--- config.mk ---
export PLATFORM = sky130hd
export DESIGN_NAME = hls_mem_driver
export DESIGN_NICKNAME = d
export VERILOG_FILES = /design/src/rtl/hls_driver_pkg.sv /design/src/rtl/hls_mem_port.sv /design/src/rtl/hls_mem_driver.sv
export SDC_FILE = /design/constraint.sdc
export NUM_CORES = 1
export LEC_CHECK = 0
export CORE_AREA = 5 5 342 344
export CTS_CLUSTER_DIAMETER = 40
export DETAILED_ROUTE_END_ITERATION = 6
export DIE_AREA = 0 0 347 349
export PLACE_DENSITY = 0.36
export SETUP_SLACK_MARGIN = 0.3
export SYNTH_ARGS = -nofsm -noshare
export SYNTH_HDL_FRONTEND = slang
export SYNTH_SLANG_ARGS = --single-unit
--- constraint.sdc ---
create_clock -name clk -period 3.4 [get_ports clk]
set_input_delay 0.68 -clock clk [delete_from_list [all_inputs] [get_ports clk]]
set_output_delay 0.68 -clock clk [all_outputs]
set_load 0.05 [all_outputs]
--- src/rtl/hls_driver_pkg.sv ---
// Shared types and constants for the HLS accelerator board driver:
// FSM states, status bit positions and the statistics counter width.
package hls_driver_pkg;

  localparam int CNT_W    = 16;
  localparam int STATUS_W = 6;

  localparam int STAT_PASS    = 0;
  localparam int STAT_FAIL    = 1;
  localparam int STAT_TIMEOUT = 2;
  localparam int STAT_STRAY   = 3;
  localparam int STAT_BUSY    = 4;
  localparam int STAT_HALT    = 5;

  typedef enum logic [2:0] {
    S_RESET_GAP,
    S_START,
    S_BUSY,
    S_CHECK,
    S_GAP,
    S_HALT
  } state_e;

  function automatic logic [CNT_W-1:0] sat_inc(input logic [CNT_W-1:0] v);
    return (v == '1) ? v : v + 1'b1;
  endfunction

endpackage

--- src/rtl/hls_mem_port.sv ---
// One memory channel: region decode, stray detection, registered read mux
// and the one-cycle acknowledge. Writes are only flagged here; the top arbitrates.
module hls_mem_port
  import hls_driver_pkg::*;
#(
  parameter int                ADDR_W    = 32,
  parameter int                WORD_W    = 32,
  parameter int                SIZE_W    = 6,
  parameter logic [ADDR_W-1:0] IN_BASE   = 32'h4000_0000,
  parameter int                IN_WORDS  = 16,
  parameter logic [ADDR_W-1:0] OUT_BASE  = 32'h4000_0100,
  parameter int                OUT_WORDS = 2
) (
  input  logic                          clk,
  input  logic                          reset,
  input  logic                          oe,
  input  logic                          we,
  input  logic [ADDR_W-1:0]             addr,
  input  logic [SIZE_W-1:0]             size,
  input  logic [IN_WORDS*WORD_W-1:0]    image,
  input  logic [OUT_WORDS*WORD_W-1:0]   capture,
  output logic [WORD_W-1:0]             rdata,
  output logic                          rdy,
  output logic                          wr_hit,
  output logic [ADDR_W-1:0]             wr_idx,
  output logic                          stray
);

  localparam int BYTE_SH = $clog2(WORD_W / 8);

  logic [ADDR_W-1:0] in_idx, out_idx;
  logic              aligned, size_ok, in_hit, out_hit;
  logic [WORD_W-1:0] rdata_d, rdata_q;
  logic              rdy_d, rdy_q;

  assign in_idx  = (addr - IN_BASE) >> BYTE_SH;
  assign out_idx = (addr - OUT_BASE) >> BYTE_SH;
  assign aligned = (addr & ADDR_W'(WORD_W / 8 - 1)) == '0;
  assign size_ok = size == SIZE_W'(WORD_W);
  assign in_hit  = (addr >= IN_BASE) && (in_idx < ADDR_W'(IN_WORDS)) && aligned && size_ok;
  assign out_hit = (addr >= OUT_BASE) && (out_idx < ADDR_W'(OUT_WORDS)) && aligned && size_ok;

  // oe together with we is handled as a write but still flagged as stray.
  assign wr_hit = we && out_hit;
  assign wr_idx = out_idx;
  assign stray  = (we && (oe || !out_hit)) || (oe && !we && !in_hit && !out_hit);

  // NOTE: every always_comb output gets a default first so no latch is inferred.
  always_comb begin
    rdata_d = '0;
    rdy_d   = oe || we;
    if (oe && !we) begin
      for (int w = 0; w < IN_WORDS; w++)
        if (in_hit && in_idx == ADDR_W'(w)) rdata_d = image[w*WORD_W +: WORD_W];
      for (int w = 0; w < OUT_WORDS; w++)
        if (out_hit && out_idx == ADDR_W'(w)) rdata_d = capture[w*WORD_W +: WORD_W];
    end
  end

  // NOTE: state registers use non-blocking assignments so all flops update together.
  always_ff @(posedge clk or negedge reset) begin
    if (!reset) begin
      rdata_q <= '0;
      rdy_q   <= 1'b0;
    end else begin
      rdata_q <= rdata_d;
      rdy_q   <= rdy_d;
    end
  end

  assign rdata = rdata_q;
  assign rdy   = rdy_q;

endmodule

--- src/rtl/hls_mem_driver.sv ---
// Board-level driver for an HLS core: pulses start, serves the input image,
// captures result writes, checks them against a digest and keeps statistics.
module hls_mem_driver
  import hls_driver_pkg::*;
#(
  parameter int                CHANNELS   = 2,
  parameter int                ADDR_W     = 32,
  parameter int                WORD_W     = 32,
  parameter int                SIZE_W     = 6,
  parameter logic [ADDR_W-1:0] IN_BASE    = 32'h4000_0000,
  parameter int                IN_WORDS   = 16,
  parameter logic [ADDR_W-1:0] OUT_BASE   = 32'h4000_0100,
  parameter int                OUT_WORDS  = 2,
  parameter int                GAP_CYCLES = 200,
  parameter int                TIMEOUT    = 65535,
  parameter int                RUNS       = 0
) (
  input  logic                          clk,
  input  logic                          reset,
  input  logic [IN_WORDS*WORD_W-1:0]    image,
  input  logic [OUT_WORDS*WORD_W-1:0]   expected,
  output logic                          start_port,
  input  logic                          done_port,
  input  logic [CHANNELS-1:0]           Mout_oe_ram,
  input  logic [CHANNELS-1:0]           Mout_we_ram,
  input  logic [CHANNELS*ADDR_W-1:0]    Mout_addr_ram,
  input  logic [CHANNELS*WORD_W-1:0]    Mout_Wdata_ram,
  input  logic [CHANNELS*SIZE_W-1:0]    Mout_data_ram_size,
  output logic [CHANNELS*WORD_W-1:0]    M_Rdata_ram,
  output logic [CHANNELS-1:0]           M_DataRdy,
  output logic [CNT_W-1:0]              pass_count,
  output logic [CNT_W-1:0]              fail_count,
  output logic [STATUS_W-1:0]           status,
  output logic [OUT_WORDS*WORD_W-1:0]   capture
);

  localparam int GAP_W = $clog2(GAP_CYCLES + 1);
  localparam int TMR_W = $clog2(TIMEOUT + 1);
  localparam int RUN_W = $clog2(RUNS + 2);

  state_e                      state_d, state_q;
  logic [GAP_W-1:0]            gap_d, gap_q;
  logic [TMR_W-1:0]            tmr_d, tmr_q;
  logic                        tout_d, tout_q;
  logic [RUN_W-1:0]            run_d, run_q;
  logic [CNT_W-1:0]            pass_d, pass_q, fail_d, fail_q;
  logic [3:0]                  stat_d, stat_q;
  logic [OUT_WORDS*WORD_W-1:0] capture_d, capture_q;

  logic [CHANNELS-1:0]         wr_hit, stray;
  logic [ADDR_W-1:0]           wr_idx [CHANNELS];

  for (genvar c = 0; c < CHANNELS; c++) begin : g_port
    hls_mem_port #(
      .ADDR_W(ADDR_W), .WORD_W(WORD_W), .SIZE_W(SIZE_W),
      .IN_BASE(IN_BASE), .IN_WORDS(IN_WORDS),
      .OUT_BASE(OUT_BASE), .OUT_WORDS(OUT_WORDS)
    ) u_port (
      .clk     (clk),
      .reset   (reset),
      .oe      (Mout_oe_ram[c]),
      .we      (Mout_we_ram[c]),
      .addr    (Mout_addr_ram[c*ADDR_W +: ADDR_W]),
      .size    (Mout_data_ram_size[c*SIZE_W +: SIZE_W]),
      .image   (image),
      .capture (capture_q),
      .rdata   (M_Rdata_ram[c*WORD_W +: WORD_W]),
      .rdy     (M_DataRdy[c]),
      .wr_hit  (wr_hit[c]),
      .wr_idx  (wr_idx[c]),
      .stray   (stray[c])
    );
  end

  always_comb begin
    state_d   = state_q;
    gap_d     = gap_q;
    tmr_d     = tmr_q;
    tout_d    = tout_q;
    run_d     = run_q;
    pass_d    = pass_q;
    fail_d    = fail_q;
    stat_d    = stat_q;
    capture_d = capture_q;

    // Ascending channel order lets the highest channel win a same-word collision.
    for (int c = 0; c < CHANNELS; c++)
      for (int w = 0; w < OUT_WORDS; w++)
        if (wr_hit[c] && wr_idx[c] == ADDR_W'(w))
          capture_d[w*WORD_W +: WORD_W] = Mout_Wdata_ram[c*WORD_W +: WORD_W];
    if (|stray) stat_d[STAT_STRAY] = 1'b1;

    case (state_q)
      S_RESET_GAP, S_GAP: begin
        if (gap_q == '0) state_d = S_START;
        else             gap_d   = gap_q - 1'b1;
      end
      S_START: begin
        capture_d = '0;
        tmr_d     = '0;
        tout_d    = 1'b0;
        state_d   = S_BUSY;
      end
      S_BUSY: begin
        if (done_port) begin
          state_d = S_CHECK;
        end else if (tmr_q == TMR_W'(TIMEOUT - 1)) begin
          state_d              = S_CHECK;
          tout_d               = 1'b1;
          stat_d[STAT_TIMEOUT] = 1'b1;
        end else begin
          tmr_d = tmr_q + 1'b1;
        end
      end
      S_CHECK: begin
        if (capture_q == expected && !tout_q) begin
          pass_d            = sat_inc(pass_q);
          stat_d[STAT_PASS] = 1'b1;
        end else begin
          fail_d            = sat_inc(fail_q);
          stat_d[STAT_PASS] = 1'b0;
          stat_d[STAT_FAIL] = 1'b1;
        end
        gap_d   = GAP_W'(GAP_CYCLES);
        state_d = S_GAP;
        if (RUNS != 0) begin
          run_d = run_q + 1'b1;
          if (int'(run_q) + 1 >= RUNS) state_d = S_HALT;
        end
      end
      S_HALT:  state_d = S_HALT;
      default: state_d = S_RESET_GAP;
    endcase
  end

  // NOTE: capture is a small register file, not a RAM, so it is reset with the rest.
  always_ff @(posedge clk or negedge reset) begin
    if (!reset) begin
      state_q   <= S_RESET_GAP;
      gap_q     <= GAP_W'(GAP_CYCLES);
      tmr_q     <= '0;
      tout_q    <= 1'b0;
      run_q     <= '0;
      pass_q    <= '0;
      fail_q    <= '0;
      stat_q    <= '0;
      capture_q <= '0;
    end else begin
      state_q   <= state_d;
      gap_q     <= gap_d;
      tmr_q     <= tmr_d;
      tout_q    <= tout_d;
      run_q     <= run_d;
      pass_q    <= pass_d;
      fail_q    <= fail_d;
      stat_q    <= stat_d;
      capture_q <= capture_d;
    end
  end

  always_comb begin
    status            = {2'b00, stat_q};
    status[STAT_BUSY] = state_q == S_BUSY;
    status[STAT_HALT] = state_q == S_HALT;
  end

  assign start_port = state_q == S_START;
  assign pass_count = pass_q;
  assign fail_count = fail_q;
  assign capture    = capture_q;

endmodule

-- Yosys cells after proc, flatten, opt, wreduce, memory -nomap -nowiden
Cells that the tools add are included.
- register bits after elaboration: 194
- latch bits: 0
- bits in writable memories: 0
- memory bits (read-only): 0
- bits of input ports: 723
- output and inout port bits: 169
- word-level logic and storage cells: 239
- memories kept: 0
- add/sub/neg operators: 8
- multipliers: 0
- div/mod/pow operators: 0
- order comparisons: 8
- equality and inequality tests: 49
- shift-type cells: 0
- multiplexer cells: 56
- bitwise logic cells: 4
- reductions and logical operators: 98
- operator list (kind ; count):
    32-bit two-way mux ; 42
    30-bit by 4-bit == test with 1-bit output, second input constant ; 16
    30-bit by 3-bit == test with 1-bit output, second input constant ; 8
    32-bit zero test ; 6
    32-bit by 31-bit greater-or-equal comparator with 1-bit output, second input constant ; 4
    32-bit by 31-bit subtractor with 32-bit output, second input constant ; 4
    30-bit by 1-bit == test with 1-bit output, second input constant ; 4
    30-bit by 2-bit == test with 1-bit output, second input constant ; 4
    64-bit == test ; 1
    64-bit two-way mux ; 1
    1-bit logical AND ; 63
    30-bit by 2-bit less-than comparator with 1-bit output, second input constant ; 2
    30-bit by 5-bit less-than comparator with 1-bit output, second input constant ; 2
    16-bit by 1-bit adder with 16-bit output, second input constant ; 3
    16-bit == test, second input constant ; 3
    16-bit two-way mux ; 2
    16-bit one-hot mux with 2 select lines ; 1
    8-bit one-hot mux with 2 select lines ; 1
    3-bit one-hot mux with 5 select lines ; 1
    3-bit AND reduction ; 5
    6-bit == test, second input constant ; 2
    3-bit two-way mux ; 3
    8-bit zero test ; 1
    8-bit two-way mux ; 1
    17 further kinds ; 43

-- Logic depth before layout (Yosys ltp)
- depth in word-level cells: 25
- mapped depth: 13
- mapped depth without buffers: 10

-- Modules after synthesis
From an unflattened synthesis, not the netlist that was laid out.
- cells, all modules: 2676
- area, all modules: 21553.2 µm²
- modules (own cells, without submodules) (module ; times used ; cells an instance ; area an instance (µm²)):
    hls_mem_port at g_port[0].u_port ; 1 ; 1037 ; 7330.8
    hls_mem_driver ; 1 ; 703 ; 7149.4
    hls_mem_port at g_port[1].u_port ; 1 ; 936 ; 7073.0

-- Worst setup path after synthesis
OpenSTA, ideal clock, no wires.
- kind: input -> register
- start point: in Mout_addr_ram[51]
- end point: reg g_port[1].u_port.rdata_q[11]
- library setup time: 0.137 ns
- arrival time: 3.151 ns
- required time: 3.263 ns
- slack: 0.112 ns
- cell stages on the path: 10
- buffers on the path: 2
- path through: or3_4 or4b_4 buf_6 buf_6 nor4_4 nand2_2 o221ai_1 a31oi_1 a2111oi_0 nor3_1
- longest elaborated chain between the ends: 25
- elaborated cells on any way between the ends: 67
- ends and longest elaborated chain (what ; line ; source):
    from (decl) ; hls_mem_driver.sv:26 ; input logic [CHANNELS*ADDR_W-1:0] Mout_addr_ram,
    32-bit by 31-bit subtractor with 32-bit output ; hls_mem_port.sv:36 ; assign in_idx = (addr - IN_BASE) >> BYTE_SH;
    30-bit by 5-bit less-than comparator with 1-bit output ; hls_mem_port.sv:40 ; assign in_hit = (addr >= IN_BASE) && (in_idx < ADDR_W'(IN_WORDS)) && aligned && size_ok;
    1-bit logical AND (3 in a row) ; hls_mem_port.sv:40 ;
    1-bit logical AND ; hls_mem_port.sv:54 ; if (in_hit && in_idx == ADDR_W'(w)) rdata_d = image[w*WORD_W +: WORD_W];
    32-bit two-way mux (16 in a row) ; hls_mem_port.sv:54 ;
    32-bit two-way mux ; hls_mem_port.sv:56 ; if (out_hit && out_idx == ADDR_W'(w)) rdata_d = capture[w*WORD_W +: WORD_W];
    32-bit two-way mux (*) ; hls_mem_port.sv:56 ;
    32-bit two-way mux (*) ; hls_mem_port.sv:52 ; if (oe && !we) begin
    net g_port[1].u_port.rdata_d[11] ; hls_mem_port.sv:33 ; logic [WORD_W-1:0] rdata_d, rdata_q;
    to (signal assigned) ; hls_mem_port.sv:66 ; rdata_q <= rdata_d;
    to (decl) ; hls_mem_port.sv:33 ;
The timed path passes the listed nets; every way through them passes the cells marked *.
A chain may end at the register's enable or synchronous reset.

-- Worst setup path after layout
- start point: in Mout_addr_ram[51]
- end point: reg g_port[1].u_port.rdata_q[6]
The elaborated chain is that of the path after synthesis.

==> qor.yml <==
outcome:
  status: "complete, but fails checks"
  violations: "design-rule violations"
sta:
  finalHoldViolations: 0
  fin_skew_ps: 18.8
  setup_viol: 0
  layout_min_cycle_time_ps: 3270
  fin_ws_ps: 130
  slew_violations: 0
  rsz0062_at_grt: "true"
  slew_headroom_pct: 42.1
  finalCritPeriodShare_pct: 96.2
  max_freq_ghz: 0.306
  tightest_slew_ps: 866
yosys:
  syn_area_um2: 18700
  synth_cells: 2364
  syn_avg_cell_area_um2: 7.92
  synth-main-ff-cell: "dfrtp_1"
  ys_types: 87
  synth-edff-count: 0
  ys_warn_count: 0
  synth_nets: 3093
  synth-seq-cells: 194
  async_flop_share_pct: 100
  synth-seq-area-share_pct: 25.9
power_and_ir_drop:
  ir_drop_uv: 551
  powerDensity_nw_per_um2: 355
  p_leak_nw: 16.0
layout:
  final_cell_mix: "809 x clkdlybuf4s50_1, 609 x buf_4, 238 x nand2_1"
  seq_area_um2: 4860
  fillers: 11964
  layout.nets: 4576
  final_common_cell: "clkdlybuf4s50_1"
  multiInputGateArea_um2: 15300
  fin_cells: 5415
  area_growth_pct: 109
  drive_gt1_share_pct: 32.3
placement:
  dp_hpwl_mm: 182
  dpl.cell_count: 5189
  place_congestion: 1.03
  portBuffers: 891
  place_ws_ps: -1510
global_route:
  grt_use_total_pct: 33.5
  grt_max_degree: 74
  overflow: 0
  grt_pass1_wl_mm: 279
  grt_pass1_vias: 28995
  antenna_found_initial: 90
routing:
  routed_via_density: 5.44
  dr_wl_met3_mm: 19.5
  final_antenna_net_count: 0
  route.met2.wl_mm: 100
  wl_per_cell_um: 39.9
  drt_pass1_iterations: 7
  met1_length_mm: 86.3
  wl_mm: 216
  top_layer: "met5"
  drc_errors: 7
  drt_iter0_drc: 3535
  vias: 29444
floorplanning:
  core_area_um2: 114000
  boundaryPins: 892
  die_area_um2: 121000
  rows: 124
  die_y_um: 349
  start_util_pct: 16.5
  chipWidth_um: 347
clocking:
  cts_buffers: 17
  cts-root-buf: "clkbuf_16"
  htreeDepth: 4
  cts_sinks: 194
  clk_pin_slew_ps: 80
  tritoncts: "done"
  clock_path_buffers: 2
  hold_buffers: 0
  clk_latency_ps: 490
setup_path:
  cp.required_ps: 3810
  max_stage_delay_ps: 590
  path_cells: "buf_6, or3_4, or4b_4, buf_4, buf_6, nor4_4, buf_12, a221oi_4, a2111oi_4, buf_4, a211oi_4, buf_4, o311a_1, nor2_1"
  worst-path-max-fanout: 5
  crit_type: "input port to flip-flop"
  crit_arrival_ps: 3680
  path_buf_inv: 6
  cpMostUsedCell: "buf_4"
  cp-start-kind: "input port"
  cpLargestDelayFamily: "simple AND/OR/NAND/NOR gates"
  end_kind: "flip-flop"
  cp_slowest_cell: "or4b_4"
flow_run:
  maxCapViolCount: 0
min_path:
  min_path_type: "input port to async pin"
[routing by layer]
layer	vias to the layer above	global-route usage (%)
met5	-	0
met4	44	13.9
met3	428	9.68
met2	1812	55.0
met1	14840	41.3
li1	12320	-
[stage by stage]
stage               power, mW  utilization (%)  instance area [µm²]  TNS, ps  hold slack (ps)
finish                   13.9             34.4                39100        0              150
global route             14.3             34.4                39100        0              219
CTS                      13.4             32.9                37400        0              188
detailed placement       10.9             30.3                34500   -99650              471
global placement         10.9             30.3                34400  -106880              479
floorplan                6.46                -                18900        0              384
[cell type report]
type	instances	share of cell area [%]
Tap cell	1512	4.84
Sequential cell	194	12.4
Antenna cell	43	0.275
Timing Repair Buffer	1666	41.5
Multi-Input combinational cell	1927	39.0
Clock buffer	20	1.12
Inverter	41	0.406
Clock inverter	12	0.448
[final timing paths]
| path | start | to | slack [ps] | cells after the start |
|---|---|---|---|---|
| min in group clk | pass_count[11] | pass_count[11] | 490 | 1 |
| max | Mout_addr_ram[51] | g_port[1].u_port.rdata[6] | 130 | 14 |
| min reg2reg | pass_count[11] | pass_count[11] | 490 | 1 |
| min | reset | fail_count[6] | 150 | 1 |
| max in group asynchronous | reset | capture[61] | 2270 | 2 |
| max reg2reg | capture[30] | pass_count[3] | 420 | 12 |
[synth_stat cells (19+ instances only)]
library cell	count	area share [%]
clkbuf_1	146	2.9
a221oi_1	57	2.7
nand2_1	263	5.3
mux2i_1	95	5.1
o211ai_1	22	0.88
nor3_1	47	1.3
nand4_1	50	1.7
a211oi_1	28	1.1
a22oi_1	76	3.0
dfrtp_1	191	26
a21oi_1	154	4.1
a222oi_1	61	3.3
buf_2	36	0.96
o22ai_1	63	2.1
and3_1	24	0.80
nand3_1	59	1.6
nor2_1	181	3.6
inv_1	40	0.80
nor4_1	44	1.5
xnor2_1	26	1.2
a2111oi_0	26	1.2
o21ai_0	135	3.6
and4_1	21	0.98
mux2_2	63	3.8
o221ai_1	31	1.4
nand2b_1	19	0.63
xor2_1	70	3.3
a221o_1	19	1.0
o31ai_1	34	1.4
[flip-flops by register name (all words and copies together) (netlist names), 2 cells and up]
| name | count |
|---|---|
| capture | 64 |
| g_port.u_port.rdata | 64 |
| fail_count | 16 |
| pass_count | 16 |
| tmr_q | 16 |
| gap_q | 8 |
| stat_q | 4 |
| state_q | 3 |
| g_port.u_port.rdy | 2 |
[timing repair]
action	4_1_cts	5_1_grt
resized for setup	380	279
buffers inserted	92	46
cloned	4	9
setup endpoints to repair	158	138
pin swaps	121	148
[logic make-up (layout without fill, tap and decap cells)]
logic type | Yosys count | after routing | share of synthesized area [%]
XOR/XNOR | 96 | 96 | 4.49
other | 0 | 43 | 0
AO/OA/AOI/OAI | 855 | 855 | 32.6
multiplexers | 166 | 166 | 9.83
flip-flops | 194 | 194 | 25.9
adder cells (fa/ha/maj) | 6 | 6 | 0.401
buffers and inverters | 243 | 1739 | 5.29
AND/OR/NAND/NOR | 804 | 804 | 21.4
[power breakdown]
group	switching, mW	internal [mW]	leakage, nW	total, mW
clock network	1.11	1.18	0.289	2.29
logic	4.83	3.23	13.1	8.06
registers	0.729	2.78	2.53	3.51
total	6.67	7.19	16.0	13.9
Note: power is estimated with default switching activity, not from simulation.
